===== src/rtl/ex_mem_pipeline_reg_pkg.sv =====
// rtl/ex_mem_pipeline_reg_pkg.sv - shared EX/MEM pipeline constants and occupancy encoding
package ex_mem_pipeline_reg_pkg;

  localparam int DATA_W_DEF  = 8;
  localparam int RADDR_W_DEF = 4;
  localparam int CNT_W_DEF   = 8;
  localparam int CTRL_W      = 4;

  localparam int CTRL_MEM_RD  = 0;
  localparam int CTRL_MEM_WR  = 1;
  localparam int CTRL_REG_WR  = 2;
  localparam int CTRL_PAIR_WR = 3;

  typedef enum logic [1:0] {
    OCC_EMPTY = 2'd0,
    OCC_ONE   = 2'd1,
    OCC_FULL  = 2'd2
  } occ_e;

endpackage


===== src/rtl/ex_mem_pipeline_reg_if.sv =====
// rtl/ex_mem_pipeline_reg_if.sv - valid/ready beat channel carrying one EX/MEM payload
interface ex_mem_pipeline_reg_if
  import ex_mem_pipeline_reg_pkg::*;
#(
  parameter int DATA_W  = DATA_W_DEF,
  parameter int RADDR_W = RADDR_W_DEF
);

  logic                valid;
  logic                ready;
  logic [DATA_W-1:0]   data_top;
  logic [DATA_W-1:0]   data_bot;
  logic [RADDR_W-1:0]  rd;
  logic [CTRL_W-1:0]   ctrl;

  modport master (output valid, data_top, data_bot, rd, ctrl, input ready);
  modport slave  (input valid, data_top, data_bot, rd, ctrl, output ready);

endinterface


===== src/rtl/ex_mem_pipeline_reg_entry.sv =====
// rtl/ex_mem_pipeline_reg_entry.sv - enable-loaded payload register for one buffer entry
module pipe_payload_entry
  import ex_mem_pipeline_reg_pkg::*;
#(
  parameter int DATA_W  = DATA_W_DEF,
  parameter int RADDR_W = RADDR_W_DEF
) (
  input  logic               clk_i,
  input  logic               rst_ni,
  input  logic               load_i,
  input  logic [DATA_W-1:0]  top_i,
  input  logic [DATA_W-1:0]  bot_i,
  input  logic [RADDR_W-1:0] rd_i,
  input  logic [CTRL_W-1:0]  ctrl_i,
  output logic [DATA_W-1:0]  top_o,
  output logic [DATA_W-1:0]  bot_o,
  output logic [RADDR_W-1:0] rd_o,
  output logic [CTRL_W-1:0]  ctrl_o
);

  logic [DATA_W-1:0]  top_q;
  logic [DATA_W-1:0]  bot_q;
  logic [RADDR_W-1:0] rd_q;
  logic [CTRL_W-1:0]  ctrl_q;

  always_ff @(posedge clk_i or negedge rst_ni) begin
    if (!rst_ni) begin
      top_q  <= '0;
      bot_q  <= '0;
      rd_q   <= '0;
      ctrl_q <= '0;
    end else if (load_i) begin
      top_q  <= top_i;
      bot_q  <= bot_i;
      rd_q   <= rd_i;
      ctrl_q <= ctrl_i;
    end
  end

  assign top_o  = top_q;
  assign bot_o  = bot_q;
  assign rd_o   = rd_q;
  assign ctrl_o = ctrl_q;

endmodule


===== src/rtl/ex_mem_pipeline_reg.sv =====
// rtl/ex_mem_pipeline_reg.sv - EX/MEM two-entry skid buffer with forwarding taps and stall counter
module ex_mem_pipeline_reg
  import ex_mem_pipeline_reg_pkg::*;
#(
  parameter int DATA_W  = DATA_W_DEF,
  parameter int RADDR_W = RADDR_W_DEF,
  parameter int CNT_W   = CNT_W_DEF
) (
  input  logic                    clock,
  input  logic                    reset_n,
  input  logic                    flush,
  ex_mem_pipeline_reg_if.slave    ex,
  ex_mem_pipeline_reg_if.master   mem,
  output logic                    fwd_valid,
  output logic [RADDR_W-1:0]      fwd_rd,
  output logic [2*DATA_W-1:0]     fwd_data,
  output logic [CNT_W-1:0]        stall_cycles
);

  localparam logic [CNT_W-1:0] CNT_MAX = '1;

  occ_e               state_q, state_d;
  logic               ex_ready_q, ex_ready_d;
  logic [CNT_W-1:0]   stall_q, stall_d;

  logic               accept, pop, mem_valid;
  logic               head_load, head_from_skid, skid_load;

  logic [DATA_W-1:0]  head_top, head_bot, skid_top, skid_bot;
  logic [RADDR_W-1:0] head_rd, skid_rd;
  logic [CTRL_W-1:0]  head_ctrl, skid_ctrl;
  logic [DATA_W-1:0]  hsrc_top, hsrc_bot;
  logic [RADDR_W-1:0] hsrc_rd;
  logic [CTRL_W-1:0]  hsrc_ctrl;

  assign mem_valid = (state_q != OCC_EMPTY);
  assign accept    = ex.valid & ex_ready_q;
  assign pop       = mem_valid & mem.ready;

  always_comb begin
    state_d        = state_q;
    head_load      = 1'b0;
    head_from_skid = 1'b0;
    skid_load      = 1'b0;
    if (flush) begin
      state_d = OCC_EMPTY;
    end else begin
      unique case (state_q)
        OCC_EMPTY: if (accept) begin
          head_load = 1'b1;
          state_d   = OCC_ONE;
        end
        OCC_ONE: begin
          if (accept && pop) begin
            head_load = 1'b1;
          end else if (accept) begin
            skid_load = 1'b1;
            state_d   = OCC_FULL;
          end else if (pop) begin
            state_d = OCC_EMPTY;
          end
        end
        OCC_FULL: if (pop) begin
          head_load      = 1'b1;
          head_from_skid = 1'b1;
          state_d        = OCC_ONE;
        end
        default: state_d = OCC_EMPTY;
      endcase
    end
    // Ready is a pure function of the next occupancy, so MEM ready never reaches EX combinationally.
    ex_ready_d = (state_d != OCC_FULL);
  end

  always_comb begin
    stall_d = stall_q;
    if (mem_valid && !mem.ready && !flush && (stall_q != CNT_MAX)) begin
      stall_d = stall_q + 1'b1;
    end
  end

  always_ff @(posedge clock or negedge reset_n) begin
    if (!reset_n) begin
      state_q    <= OCC_EMPTY;
      ex_ready_q <= 1'b1;
      stall_q    <= '0;
    end else begin
      state_q    <= state_d;
      ex_ready_q <= ex_ready_d;
      stall_q    <= stall_d;
    end
  end

  assign hsrc_top  = head_from_skid ? skid_top  : ex.data_top;
  assign hsrc_bot  = head_from_skid ? skid_bot  : ex.data_bot;
  assign hsrc_rd   = head_from_skid ? skid_rd   : ex.rd;
  assign hsrc_ctrl = head_from_skid ? skid_ctrl : ex.ctrl;

  pipe_payload_entry #(.DATA_W(DATA_W), .RADDR_W(RADDR_W)) u_head (
    .clk_i  (clock),
    .rst_ni (reset_n),
    .load_i (head_load),
    .top_i  (hsrc_top),
    .bot_i  (hsrc_bot),
    .rd_i   (hsrc_rd),
    .ctrl_i (hsrc_ctrl),
    .top_o  (head_top),
    .bot_o  (head_bot),
    .rd_o   (head_rd),
    .ctrl_o (head_ctrl)
  );

  pipe_payload_entry #(.DATA_W(DATA_W), .RADDR_W(RADDR_W)) u_skid (
    .clk_i  (clock),
    .rst_ni (reset_n),
    .load_i (skid_load),
    .top_i  (ex.data_top),
    .bot_i  (ex.data_bot),
    .rd_i   (ex.rd),
    .ctrl_i (ex.ctrl),
    .top_o  (skid_top),
    .bot_o  (skid_bot),
    .rd_o   (skid_rd),
    .ctrl_o (skid_ctrl)
  );

  assign ex.ready     = ex_ready_q;
  assign mem.valid    = mem_valid;
  assign mem.data_top = head_top;
  assign mem.data_bot = head_bot;
  assign mem.rd       = head_rd;
  assign mem.ctrl     = head_ctrl;

  assign fwd_valid    = mem_valid & head_ctrl[CTRL_REG_WR];
  assign fwd_rd       = head_rd;
  assign fwd_data     = {head_top, head_bot};
  assign stall_cycles = stall_q;

endmodule


===== src/flat_wrapper.sv =====
// flat-port wrapper written by rule: the top's interface ports become plain ports
module ex_mem_pipeline_reg_flat import ex_mem_pipeline_reg_pkg::*;
#(
  parameter int DATA_W  = DATA_W_DEF,
  parameter int RADDR_W = RADDR_W_DEF,
  parameter int CNT_W   = CNT_W_DEF
)
  (clock, reset_n, flush, fwd_valid, fwd_rd, fwd_data, stall_cycles, ex_valid, ex_data_top, ex_data_bot, ex_rd, ex_ctrl, ex_ready, mem_valid, mem_data_top, mem_data_bot, mem_rd, mem_ctrl, mem_ready);
  ex_mem_pipeline_reg_if #(.DATA_W(DATA_W), .RADDR_W(RADDR_W)) ex_i ();
  ex_mem_pipeline_reg_if #(.DATA_W(DATA_W), .RADDR_W(RADDR_W)) mem_i ();
  input  logic clock;
  input  logic reset_n;
  input  logic flush;
  output logic fwd_valid;
  output logic [RADDR_W-1:0] fwd_rd;
  output logic [2*DATA_W-1:0] fwd_data;
  output logic [CNT_W-1:0] stall_cycles;
  input wire logic [$bits(ex_i.valid)-1:0] ex_valid;
  input wire logic [$bits(ex_i.data_top)-1:0] ex_data_top;
  input wire logic [$bits(ex_i.data_bot)-1:0] ex_data_bot;
  input wire logic [$bits(ex_i.rd)-1:0] ex_rd;
  input wire logic [$bits(ex_i.ctrl)-1:0] ex_ctrl;
  output wire logic [$bits(ex_i.ready)-1:0] ex_ready;
  output wire logic [$bits(mem_i.valid)-1:0] mem_valid;
  output wire logic [$bits(mem_i.data_top)-1:0] mem_data_top;
  output wire logic [$bits(mem_i.data_bot)-1:0] mem_data_bot;
  output wire logic [$bits(mem_i.rd)-1:0] mem_rd;
  output wire logic [$bits(mem_i.ctrl)-1:0] mem_ctrl;
  input wire logic [$bits(mem_i.ready)-1:0] mem_ready;
  assign ex_i.valid = ex_valid;
  assign ex_i.data_top = ex_data_top;
  assign ex_i.data_bot = ex_data_bot;
  assign ex_i.rd = ex_rd;
  assign ex_i.ctrl = ex_ctrl;
  assign ex_ready = ex_i.ready;
  assign mem_valid = mem_i.valid;
  assign mem_data_top = mem_i.data_top;
  assign mem_data_bot = mem_i.data_bot;
  assign mem_rd = mem_i.rd;
  assign mem_ctrl = mem_i.ctrl;
  assign mem_i.ready = mem_ready;
  ex_mem_pipeline_reg #(.DATA_W(DATA_W), .RADDR_W(RADDR_W), .CNT_W(CNT_W)) u_core (.clock(clock), .reset_n(reset_n), .flush(flush), .ex(ex_i), .mem(mem_i), .fwd_valid(fwd_valid), .fwd_rd(fwd_rd), .fwd_data(fwd_data), .stall_cycles(stall_cycles));
endmodule

===== config.mk =====
export PLATFORM = sky130hd
export DESIGN_NAME = ex_mem_pipeline_reg_flat
export DESIGN_NICKNAME = d
export VERILOG_FILES = /design/src/rtl/ex_mem_pipeline_reg_pkg.sv /design/src/rtl/ex_mem_pipeline_reg_if.sv /design/src/rtl/ex_mem_pipeline_reg_entry.sv /design/src/rtl/ex_mem_pipeline_reg.sv /design/src/flat_wrapper.sv
export SDC_FILE = /design/constraint.sdc
export NUM_CORES = 1
export LEC_CHECK = 0
export BUFFER_PORTS_ARGS = -buffer_cell sky130_fd_sc_hd__buf_2
export CAP_MARGIN = 20
export CORE_MARGIN = 3
export CORE_UTILIZATION = 50
export CTS_BUF_LIST = sky130_fd_sc_hd__clkbuf_8
export DETAILED_ROUTE_END_ITERATION = 12
export PLACE_DENSITY = 0.76
export RECOVER_POWER = 50
export SLEW_MARGIN = 20
export SYNTH_ARGS = -nofsm -noshare
export SYNTH_HDL_FRONTEND = slang
export SYNTH_HIERARCHICAL = 1
export SYNTH_SLANG_ARGS = --single-unit
export TNS_END_PERCENT = 20

===== constraint.sdc =====
create_clock -name clock -period 3.2 [get_ports clock]
set_input_delay 0.64 -clock clock [delete_from_list [all_inputs] [get_ports clock]]
set_output_delay 0.64 -clock clock [all_outputs]
set_load 0.02 [all_outputs]

==> results of run 1 <==
[cells in the mapped netlist, types with 2 or more instances]
cell / n
mux2_2: 13
nand4_1: 2
mux2_4: 60
a21oi_1: 3
and3_1: 2
buf_12: 6
nand3_1: 3
buf_4: 21
nand2_1: 5
buf_6: 2
xnor2_1: 3
dfrtp_1: 58
nor2_1: 4
or2b_1: 2
xor2_1: 4
[registers in the layout, indices dropped and copies added (netlist names)]
| register | cells |
|---|---|
| u_core/u_head/top_o | 8 |
| u_core/state_q | 2 |
| u_core/stall_cycles | 8 |
| u_core/ex.ready | 1 |
| u_core/u_head/rd_o | 4 |
| u_core/u_skid/bot_o | 8 |
| u_core/u_skid/rd_o | 4 |
| u_core/u_skid/ctrl_o | 4 |
| u_core/u_head/ctrl_o | 4 |
| u_core/u_skid/top_o | 8 |
| u_core/u_head/bot_o | 8 |
[power by group]
group | total, uW | internal [uW] | switching, uW
clock network | 556 | 287 | 268
logic | 688 | 342 | 346
registers | 1060 | 928 | 127
[metrics by stage]
stage	hold WS, ns	std cells
after global placement	0.476	334
final	0.499	349
after global routing	0.521	349
after CTS	0.468	349
after floorplan	0.344	203
after detailed placement	0.490	334
[worst paths after layout]
| kind | end | slack, ns |
|---|---|---|
| max | u_core/u_head/ctrl_o[1]$_DFFE_PN0P_ | 1.03 |
| min | u_core/stall_cycles[7]$_DFFE_PN0P_ | 0.50 |
| max reg2reg | u_core/u_head/ctrl_o[1]$_DFFE_PN0P_ | 1.03 |
| min reg2reg | u_core/stall_cycles[7]$_DFFE_PN0P_ | 0.50 |
| max in group asynchronous | u_core/u_skid/rd_o[2]$_DFFE_PN0P_ | 1.61 |
| min in group asynchronous | u_core/u_skid/top_o[6]$_DFFE_PN0P_ | 0.72 |
[worst max-delay path, stage by stage (launching register included)]
cell and delay, ns:
dfstp_1 0.53, nand2_1 0.08, nor2_1 0.15, nand2_1 0.12, a21oi_4 0.47, buf_4 0.36, mux2_4 0.33
[routing by layer]
layer  share of wire (%)  up-vias
met5                   0        -
met4                 1.2        0
met3                 6.9        6
met2                  48       56
met1                  44      860
li1                    -      823
[cells by family (layout without fill, tap and decap cells)]
| logic type | count (synthesis) | in the layout | share of synthesized area [%] |
|---|---|---|---|
| buf+inv | 30 | 101 | 9.68 |
| mux | 74 | 74 | 33.7 |
| simple gates | 27 | 27 | 5.86 |
| compound gates | 5 | 5 | 1.39 |
| xor+xnor | 7 | 7 | 1.95 |
| flops | 59 | 59 | 47.1 |
| fa+ha+maj | 1 | 1 | 0.398 |
[final cells by class]
class	count	area (um2)
clock inverters	5	22.5
fillers	520	2490
flip-flops and latches	59	1480
well taps	75	93.8
multi-input cells	114	1360
clock buffers	10	138
repair buffers	85	407
inverters	1	3.75
==> results.toml, run 1 <==
[outcome]
status = "complete, no violations"

[logic_synthesis]
synthTopCellsByArea = "dfrtp_1 (46%), mux2_4 (29%), buf_4 (5.0%), mux2_2 (4.7%), buf_12 (3.8%)"
synthesis.area_um2 = 3140
syn-instance-count = 203
synthFlopType = "dfrtp_1"
ys_types = 30
yosysTopAreaCellShare_pct = 46.2
yosysSeqAreaShare_pct = 47.1
avgSynthCellArea_um2 = 15.5
synth_seq_cells = 59
yosysTopAreaCell = "dfrtp_1"
synthArstFlopShare_pct = 100
synth_edf_count = 0
syn_nets = 233
yosysWarnings = 6

[routing]
antenna_left = 0
finalWirelength_um = 5460
via_per_inst = 5.00
via_count = 1745
dr.pass1.iters = 4
drc_errors = 0
wl_per_cell_um = 15.6
drtIter0Drc = 83

[placement]
dpl_cell_area_um2 = 3380
place_hpwl_um = 3750
port_buffers = 83
dp_slack_ns = 0.845
gp_congestion = 0.735

[layout]
postLayoutCoreUtil_pct = 58.4
diodes = 0
final_cell_mix = "buf_2 (66), mux2_4 (60), dfrtp_1 (58)"
final_common_cell = "buf_2"
nets = 300
syn2layout_area_growth_pct = 11.4
drive_gt1_share_pct = 59.1
finalInstanceArea_um2 = 3500

[clocking]
hold_buffers = 0
cts-buffers-inserted = 9
ctsHtreeMaxLevel = 3
cts_setup_buffers = 0
cts_resized = 0
clockBufferDepth = 2
cts-root-buf = "clkbuf_8"
clock-sinks = 59
clk_pin_slew_ns = 0.06
clk_latency_ns = 0.33
cts_tree = "built"

[global_route]
grt_overflow_total = 0
grt_pass1_vias = 1849
antenna_found_initial = 0
met2_usage_pct = 25.8
grt_use_total_pct = 16.4
use_met1_pct = 20.1
grt_pass1_wl_um = 9030
grt.met3_usage_pct = 6.99
grt_max_degree = 60
grt_busiest_layer = "met2"

[timing]
skew_ns = 0.00665
relSlewSlack_pct = 4.65
finalCriticalPeriod_ns = 2.17
max_freq_ghz = 0.461
period_share_pct = 67.8
worst_pin_slew_ns = 1.43
timing.final.ws_setup_ns = 1.03
final_max_slew_viol_count = 0
rsz0062_at_grt = "no"
hold_viol_final = 0
tns_ns = 0
setup_violations = 0

[worst_setup_path]
arrival_ns = 2.38
critical_path.reg2reg.startpoint = "u_core/ex.ready$_DFF_PN1_"
worstSetupEndpointType = "register"
critPathKind = "register to register"
start_kind = "register"
worst-path-max-fanout = 13
reg2reg_depth = 6
critPathRequiredTime_ns = 3.41
crit_path_start = "u_core/ex.ready$_DFF_PN1_"

[die]
row_count = 28
placeableCoreArea_um2 = 5990
boundaryPins = 84
start_util_pct = 52.4
die_h_um = 85.3
die-area_um2 = 7270
die_w_um = 85.3

[worst_hold_path]
hold_start = "u_core/stall_cycles[7]$_DFFE_PN0P_"
min_path_cells = 1
hp-class = "register to register"

[power_and_ir_drop]
powerDensity_nw_per_um2 = 657
ir_drop_uv = 395
p_leak_uw = 0.00174
finalPower_uw = 2300

[flow_run]
max_cap_viol_count = 0
Note: power is estimated with default switching activity, not from simulation.
==> inputs of run 2 (changes only) <==
Settings changed: CORE_UTILIZATION 50 to 49, PLACE_DENSITY 0.76 to 0.78.
Clock period 3.2 ns to 1.9 ns, I/O delays scaled along.
==> run 2 against run 1 <==
  * Count of clock-buffer cells in the layout up 3
  * Global-route usage down 0.21 points
  * Sequential share of layout area down 1.8 points
  * Power up 80%
  * Clock power up 120%
  * Combinational power up 70%
  * Routed wire length up 0.16%
  * Critical path type is now register to output port
==> results.toml, run 2 (same netlist as run 1, synthesis figures left out) <==
[clocking]
cts_setup_buffers = 0
clock-sinks = 59
hold_buffers = 0
clk_pin_slew_ns = 0.07
cts-buffers-inserted = 9
cts-root-buf = "clkbuf_8"
cts_tree = "built"
ctsHtreeMaxLevel = 3
clockBufferDepth = 2
clk_latency_ns = 0.32
cts_resized = 0

[timing]
period_share_pct = 94.8
hold_viol_final = 0
relSlewSlack_pct = 1.54
skew_ns = 0.00962
timing.final.ws_setup_ns = 0.0983
tns_ns = 0
max_freq_ghz = 0.555
worst_pin_slew_ns = 1.48
rsz0062_at_grt = "no"
final_max_slew_viol_count = 0
setup_violations = 0
finalCriticalPeriod_ns = 1.80

[worst_setup_path]
start_kind = "register"
critPathSlowestCell = "dfrtp_1"
worstSetupEndpointType = "output port"
critical_path.top_delay_family = "simple AND/OR/NAND/NOR gates"
critPathKind = "register to output port"
worst-path-buf-inv = 1
critPathRequiredTime_ns = 1.52
cp_cell_sequence = "or2_1 > and2_1 > buf_2"
cpPeakStageDelay_ns = 0.42
worst-path-max-fanout = 5
arrival_ns = 1.42

[power_and_ir_drop]
seqPwrFrac_pct = 42.9
netSwitchingFraction_pct = 30.5
p_leak_uw = 0.00179
power.switching_uw = 1270
clockPowerShare_pct = 28.9
ir_drop_uv = 620
powerDensity_nw_per_um2 = 1140
combPwrFrac_pct = 28.1
intPower_uw = 2880

[die]
die_h_um = 86.1
die-area_um2 = 7410
boundaryPins = 84
row_count = 28
placeableCoreArea_um2 = 6060
start_util_pct = 51.8
die_w_um = 86.1

[routing]
wl_per_cell_um = 15.4
drc_errors = 0
dr.pass1.iters = 2
via_count = 1738
via_per_inst = 4.90
finalWirelength_um = 5470
drtIter0Drc = 56
antenna_left = 0

[global_route]
grt_pass1_vias = 1786
grt_use_total_pct = 16.2
grt_overflow_total = 0
antenna_found_initial = 1
grt_pass1_wl_um = 9050
grt_max_degree = 60

[layout]
num-fill-cells = 508
multi_input_area_um2 = 1370
nets = 306
final_common_cell = "buf_2"
instances_no_fill = 355
diodes = 0
syn2layout_area_growth_pct = 16.4
drive_gt1_share_pct = 59.3
seq_area_um2 = 1480
finalInstanceArea_um2 = 3650
final_cell_mix = "buf_2 (61), mux2_4 (60), dfrtp_1 (58)"

[placement]
place_hpwl_um = 3870
dp_slack_ns = 0.135
gp_congestion = 0.705
dp.cells = 340
dpl_cell_area_um2 = 3480
port_buffers = 83

[outcome]
status = "complete, no violations"

[flow_run]
max_cap_viol_count = 0

[worst_hold_path]
hp-class = "input port to register"
## run 2: stage by stage
step	utilization (%)	hold WS, ns	power, uW
finish	60.3	0.302	4150
global route	60.3	0.287	4380
CTS	61.0	0.0499	4240
detailed placement	57.5	0.411	3010
global placement	57.5	0.406	2970
floorplan	-	0.0844	2730
## run 2: per-layer routing
layer / part of all wire (%) / track usage [%] / up-vias
li1: - / - / 827
met1: 44 / 21.0 / 851
met2: 49 / 25.1 / 48
met3: 5.3 / 3.75 / 10
met4: 1.8 / 8.63 / 2
met5: 0.37 / 0 / -
## run 2: worst register-to-register path, cell delays in order, from the launching register on
cell and delay, ns:
dfstp_2 0.53, nand2_1 0.07, nor2_1 0.16, nand2_1 0.12
a21oi_4 0.19, buf_4 0.22, mux2_2 0.35
## run 2: power by group through the flow
| stage | sequential, uW | clock, uW | combinational, uW |
|---|---|---|---|
| 2_1_floorplan | 1940 | 0 | 790 |
| 5_1_grt | 1840 | 1310 | 1240 |
| 3_3_place_gp | 1780 | 0 | 1190 |
| 4_1_cts | 1780 | 1240 | 1210 |
| 6_report | 1780 | 1200 | 1170 |
| 3_5_place_dp | 1800 | 0 | 1210 |
## run 2: final cells by class
class	instances	area share (%)
clock buffers	13	4.90
clock inverters	2	0.924
inverters	1	0.103
multi-input cells	114	37.5
flip-flops and latches	59	40.4
well taps	75	2.57
repair buffers	91	13.6
## run 2: path summary, 6_finish.rpt
| check | startpoint | to | slack [ns] | depth (start not counted) |
|---|---|---|---|---|
| worst min register to register | u_core/stall_cycles[7]$_DFFE_PN0P_ | u_core/stall_cycles[7]$_DFFE_PN0P_ | 0.49 | 1 |
| max in group asynchronous | reset_n | u_core/u_skid/rd_o[2]$_DFFE_PN0P_ | 0.51 | 2 |
| min in group asynchronous | reset_n | u_core/u_skid/top_o[5]$_DFFE_PN0P_ | 0.47 | 2 |
| worst max-delay path | u_core/state_q[0]$_DFF_PN0_ | fwd_valid | 0.1 | 3 |
| worst max register to register | u_core/ex.ready$_DFF_PN1_ | u_core/u_head/bot_o[7]$_DFFE_PN0P_ | 0.15 | 6 |
| worst min-delay path | ex_data_top[5] | u_core/u_skid/top_o[5]$_DFFE_PN0P_ | 0.30 | 2 |
